File: config.mk
export PLATFORM = sky130hd
export DESIGN_NAME = fifo_rptr_empty
export DESIGN_NICKNAME = d
export VERILOG_FILES = /design/src/rtl/fifo_rptr_empty.sv
export SDC_FILE = /design/constraint.sdc
export NUM_CORES = 1
export LEC_CHECK = 0
export CAP_MARGIN = 20
export CORE_UTILIZATION = 41
export DETAILED_ROUTE_END_ITERATION = 8
export GPL_ROUTABILITY_DRIVEN = 0
export GPL_TIMING_DRIVEN = 0
export PLACE_DENSITY = 0.74
export SETUP_SLACK_MARGIN = 0.1
export SLEW_MARGIN = 25
export SYNTH_ARGS = -nofsm -noshare
export SYNTH_HDL_FRONTEND = slang
export SYNTH_SLANG_ARGS = --single-unit
File: constraint.sdc
create_clock -name clk -period 2.6 [get_ports clk]
set_input_delay 0.52 -clock clk [delete_from_list [all_inputs] [get_ports clk]]
set_output_delay 0.52 -clock clk [all_outputs]
set_load 0.02 [all_outputs]
File: src/rtl/fifo_rptr_empty.sv
// fifo_rptr_empty
// ---------------
// Read-side pointer and empty-flag stage of an asynchronous FIFO. Everything
// here runs in the read clock domain. The write pointer arrives already
// synchronised (rq2_wptr, Gray coded). This block produces the following:
//   - the registered Gray read pointer for the opposite-domain synchroniser,
//   - the binary RAM read address,
//   - the empty, almost-empty, fill-level and sticky underflow status.
//
// Handshake: a pop is accepted in any cycle where rd_en is high and the
// registered empty flag is low (rd_fire). rd_en is a request only. When it
// arrives while empty, the pop is dropped and the underflow flag is set.
//
// Ports
//   clk          in   read-domain clock
//   rst_n        in   synchronous active-low reset
//   rd_en        in   pop request
//   clr_err      in   clears the sticky underflow flag
//   rq2_wptr     in   synchronised Gray write pointer [PTR_WIDTH:0]
//   rptr         out  registered Gray read pointer   [PTR_WIDTH:0]
//   raddr        out  binary RAM read address        [PTR_WIDTH-1:0]
//   rd_fire      out  accepted pop / RAM read enable
//   empty        out  registered empty flag
//   almost_empty out  registered level <= AE_THRESH
//   rd_level     out  registered conservative fill level [PTR_WIDTH:0]
//   underflow    out  sticky pop-while-empty error

module fifo_rptr_empty #(
    parameter int PTR_WIDTH = 4,
    parameter int AE_THRESH = 2
) (
    input  logic                 clk,
    input  logic                 rst_n,
    input  logic                 rd_en,
    input  logic                 clr_err,
    input  logic [PTR_WIDTH:0]   rq2_wptr,
    output logic [PTR_WIDTH:0]   rptr,
    output logic [PTR_WIDTH-1:0] raddr,
    output logic                 rd_fire,
    output logic                 empty,
    output logic                 almost_empty,
    output logic [PTR_WIDTH:0]   rd_level,
    output logic                 underflow
);

    localparam logic [PTR_WIDTH:0] AE_T = (PTR_WIDTH+1)'(AE_THRESH);

    logic [PTR_WIDTH:0] rbin;
    logic [PTR_WIDTH:0] rbin_next;
    logic [PTR_WIDTH:0] rgray_next;
    logic [PTR_WIDTH:0] wbin;
    logic [PTR_WIDTH:0] level_next;

    // Gate the pop with the registered empty flag, so the pop decision
    // never depends on the same-cycle synchroniser output.
    assign rd_fire = rd_en & ~empty;

    assign rbin_next  = rbin + {{PTR_WIDTH{1'b0}}, rd_fire};
    assign rgray_next = (rbin_next >> 1) ^ rbin_next;
    assign raddr      = rbin[PTR_WIDTH-1:0];

    // Gray to binary: each binary bit is the XOR of all Gray bits at or above it.
    always_comb begin
        wbin = '0;
        wbin[PTR_WIDTH] = rq2_wptr[PTR_WIDTH];
        for (int i = PTR_WIDTH - 1; i >= 0; i--) begin
            wbin[i] = wbin[i+1] ^ rq2_wptr[i];
        end
    end

    // The synchronised write pointer lags, so this level can only underestimate.
    assign level_next = wbin - rbin_next;

    always_ff @(posedge clk) begin
        if (!rst_n) begin
            rbin         <= '0;
            rptr         <= '0;
            empty        <= 1'b1;
            almost_empty <= 1'b1;
            rd_level     <= '0;
            underflow    <= 1'b0;
        end else begin
            rbin         <= rbin_next;
            rptr         <= rgray_next;
            // Comparing against the next-state pointer lets the last pop
            // raise empty on the same edge that advances the pointer.
            empty        <= (rgray_next == rq2_wptr);
            almost_empty <= (level_next <= AE_T);
            rd_level     <= level_next;
            // A new underflow takes priority over a same-cycle clear.
            if (rd_en && empty) begin
                underflow <= 1'b1;
            end else if (clr_err) begin
                underflow <= 1'b0;
            end
        end
    end

endmodule

Word-level counts from Yosys, hierarchy flattened:

Index checks and enable logic that the tools add are counted.

* equal/unequal tests: 1
* muxes and demuxes: 2
* shift-type cells: 0
* magnitude comparators: 1
* add/subtract/negate cells: 2
* $mul: 0
* reduce and logical (&&, ||, !) cells: 2
* divide/modulo/power cells: 0
* bitwise gates (word level): 7

Operator list (number)
* adder 5 x 1 -> 5 bit: 1
* equality test 5 bit: 1
* <= comparator 5 x 2 -> 1 bit (second input constant): 1
* subtractor 5 bit: 1
* XOR 4 x 5 -> 5 bit: 1
* XOR 1 bit: 4
* 2-to-1 mux 1 bit: 2
* nonzero test 2 bit: 1
* AND 1 bit: 1
* logical AND 1 bit: 1
* NOT 1 bit: 1

* input bits: 9
* memory bits (writable): 0
* latch bits: 0
* memories: 0
* logic and storage cells: 21
* memory bits (read-only): 0
* bits in registers: 18

Longest topological paths before layout:

* depth after elaboration: 6
* mapped depth: 10
* mapped depth without buffers: 10

Least setup slack after synthesis:

No wires, ideal clock.

* kind: in2reg
* start: input port rd_en
* end: register almost_empty
* buffers on the path: 0
* required time: 2.497 ns
* arrival: 2.699 ns
* path slack: -0.202 ns
* cell stages on the path: 10
* path through: nor2b_1 ha_1 xor2_1 inv_1 ha_1 nor2b_1 o21ai_0 nor3b_1 nor3_1 a2111oi_2

* cells in the longest elaborated chain, start to end: 4

Ends and longest elaborated chain
* start: declaration: line 34 `input logic rd_en,`
* AND 1 bit: line 56 `assign rd_fire = rd_en & ~empty;`
* adder 5 x 1 -> 5 bit: line 58 `assign rbin_next = rbin + {{PTR_WIDTH{1'b0}}, rd_fire};`
* subtractor 5 bit: line 72 `assign level_next = wbin - rbin_next;`
* <= comparator 5 x 2 -> 1 bit: line 88 `almost_empty <= (level_next <= AE_T);`
* end signal: assignment: line 88
* end: declaration: line 41 `output logic almost_empty,`

Every way passes these cells.
A chain may end at the register's enable or synchronous reset.

Worst setup path in the final report:

* start: input port rq2_wptr[4]
* end: register almost_empty

* cells in the longest elaborated chain, start to end: 6

Ends and longest elaborated chain
* start: declaration: line 36 `input logic [PTR_WIDTH:0] rq2_wptr,`
* XOR 1 bit (4 in a row): line 67 `wbin[i] = wbin[i+1] ^ rq2_wptr[i];`
* subtractor 5 bit *: line 72
* <= comparator 5 x 2 -> 1 bit *: line 88

Every way passes the cells marked *; elsewhere a longest branch is shown, timed or not.

==> flow_metrics.env <==
export IMPL_status="completed"
export IMPL_drt_iter0_markers=10
export IMPL_p_clk_share_pct=20.0
export IMPL_overflow=0
export IMPL_cts_buffers=3
export IMPL_fmax_ghz=0.398
export IMPL_max_cap_viol_count=0
export IMPL_seqPwrFrac_pct=40.5
export IMPL_placed_cell_area_um2=1190
export IMPL_cts_sinks=17
export IMPL_rsz0062_at_grt="yes"
export IMPL_final_cell_mix="21 x clkdlybuf4s50_1, 17 x dfxtp_1, 11 x buf_4"
export IMPL_vias_per_cell=4.77
export IMPL_worst_slew_pin_slew_ns=0.530
export IMPL_synth_seq_area_share_pct=38.4
export IMPL_dr_pass1_iters=3
export IMPL_grt_pass1_vias=753
export IMPL_die_area_um2=2350
export IMPL_p_switching_w=0.000236
export IMPL_grt_pass1_wl_um=3520
export IMPL_drc=0
export IMPL_power_density_nw_per_um2=512
export IMPL_grt_antenna_before_repair=0
export IMPL_synthCells=86
export IMPL_drt_total_wl_um=2190
export IMPL_ys_warn_count=0
export IMPL_vdd_drop_max_uv=374
export IMPL_crit_type="input port to flop"
export IMPL_fin_util_pct=72.1
export IMPL_die_w_um=48.5
export IMPL_cp_data_required_time_ns=2.79
export IMPL_path_clk_slew_ns=0.10
export IMPL_timing_final_crit_share_pct=96.6
export IMPL_start_util_pct=44.3
export IMPL_fillerInstances=147
export IMPL_htreeDepth=1
export IMPL_place_hpwl_um=1350
export IMPL_die_y_um=48.5
export IMPL_final_area_um2=1440
export IMPL_synth_cell_types=28
export IMPL_finalHoldViolCount=0
export IMPL_cp_slowest_stage_delay_ns=0.48
export IMPL_final_layout_size_suffix_gt1_share_pct=29.9
export IMPL_worstPathCellList="buf_8 > xor3_2 > xor2_4 > xnor2_1 > ha_2 > inv_2 > fa_2 > a31oi_1 > xor2_1 > a2111oi_2"
export IMPL_ant_nets=0
export IMPL_p_leak_nw=0.578
export IMPL_synth_nets=102
export IMPL_port_buffers=26
export IMPL_avgSynthCellArea_um2=10.3
export IMPL_cp_end_kind="flop"
export IMPL_final_common_cell="clkdlybuf4s50_1"
export IMPL_crit_path_top_delay_cell="xor3_2"
export IMPL_cts_tree="built"
export IMPL_startpoint_type="input port"
export IMPL_hp_class="flop to flop"
export IMPL_grt_max_degree=11
export IMPL_switching_share_pct=32.0
export IMPL_clock_path_buffers=2
export IMPL_post_synth_instance_area_um2=886
export IMPL_crit_arrival_ns=2.70
export IMPL_max_slew_margin_pct=64.7
export IMPL_ys_async_sr_fraction_pct=0
export IMPL_ios=27
export IMPL_nets=144
export IMPL_intPower_w=0.000502
export IMPL_vias=734
export IMPL_setup_tns_final_ns=0
export IMPL_finalClockSkew_ns=0.00326
export IMPL_slew_violations=0
export IMPL_cp_max_fo=2
export IMPL_synth_seq_cells=17
export IMPL_setup_viol=0
export IMPL_synth_ff_type="dfxtp_1"
export IMPL_wire_per_inst_um=14.2
export IMPL_rows=16
export IMPL_cts_root_buffer="clkbuf_4"
export IMPL_core_area_um2=2000
export IMPL_hold_worst_slack_ns=0.496
export IMPL_worstSkewPairLatency_ns=0.30
export IMPL_post_route_min_period_ns=2.51
export IMPL_n_antenna_cell=0
export IMPL_synth_edf_count=0
export IMPL_grt_usage_pct=20.5
export IMPL_hold_buffers=0
export IMPL_combPwrFrac_pct=39.5
export IMPL_areaGrowthSynthToFinish_pct=63.0
## worst max-delay path, delay by kind of cell
kind            cells  cell delay [ns]
compound gates      2             0.58
fa+ha+maj           2             0.55
xor+xnor            4             0.95
buf+inv             2             0.11
## registers in the layout, summed over array words and instances, names as in the netlist
name	count
rd_level	5
underflow	1
rbin	4
rptr	5
empty	1
almost_empty	1
## synth_stat cells, types with 2 or more instances
| cell | n | area share [%] |
|---|---|---|
| and2_1 | 5 | 3.5 |
| dfxtp_1 | 17 | 38 |
| ha_1 | 6 | 8.5 |
| inv_1 | 4 | 1.7 |
| nand2_1 | 2 | 0.85 |
| nor2_1 | 10 | 4.2 |
| nor2b_1 | 3 | 2.1 |
| xnor2_1 | 9 | 8.9 |
| xor2_1 | 10 | 9.9 |
| xor3_2 | 2 | 5.6 |
## what timing repair did
item / 4_1_cts / 5_1_grt
resized for setup: 38 / 3
setup buffers: 10 / 1
pin swaps: 11 / 6
endpoints found under the setup margin: 6 / 1
## per-stage QoR
stage	power, W	cells	worst slack, ns
floorplan	0.000450	86	-0.0443
global route	0.000773	154	-0.0257
finish	0.000739	154	0.0891
detailed placement	0.000545	139	-0.768
global placement	0.000536	139	-0.682
CTS	0.000730	153	0.0816
## cell type report
type | count | area, µm² | share of cell area [%]
multi-input cells | 64 | 677 | 46.9
repair buffers | 37 | 348 | 24.1
flip-flops and latches | 17 | 340 | 23.6
well taps | 27 | 33.8 | 2.34
clock buffers | 4 | 26.3 | 1.82
inverters | 4 | 15.0 | 1.04
plain buffers | 1 | 3.75 | 0.260
## kinds of logic (layout without fill, tap and decap cells)
group | count (synthesis) | after routing | share of synthesized area, %
adder cells (fa/ha/maj) | 7 | 7 | 10.7
XOR/XNOR | 21 | 21 | 24.4
flip-flops | 17 | 17 | 38.4
AND/OR/NAND/NOR | 26 | 26 | 15.0
multiplexers | 1 | 1 | 1.13
buffers and inverters | 5 | 46 | 2.12
AO/OA/AOI/OAI | 9 | 9 | 8.19
## power groups by stage
| stage | logic, W | registers [W] | clock network (W) |
|---|---|---|---|
| detailed placement | 0.000242 | 0.000302 | 0 |
| finish | 0.000292 | 0.000299 | 0.000148 |
| floorplan | 0.000114 | 0.000336 | 0 |
| global route | 0.000313 | 0.000301 | 0.000160 |
| CTS | 0.000281 | 0.000299 | 0.000150 |
| global placement | 0.000235 | 0.000301 | 0 |
## routing by layer
| layer | part of all wire, % | vias up | GRT usage [%] |
|---|---|---|---|
| met2 | 53 | 20 | 38.3 |
| met4 | 1.7 | 0 | 9.80 |
| met1 | 42 | 344 | 23.1 |
| met5 | 0 | - | 0 |
| li1 | - | 366 | - |
| met3 | 3.0 | 4 | 2.20 |
## path summary, 6_finish.rpt
check	slack (ns)	depth (start not counted)	end	startpoint
worst max-delay path	0.09	10	almost_empty	rq2_wptr[4]
worst max register to register	0.30	9	almost_empty	empty
worst min-delay path	0.50	2	underflow	underflow
worst min register to register	0.50	2	underflow	underflow
(Power assumes the default switching activity.)
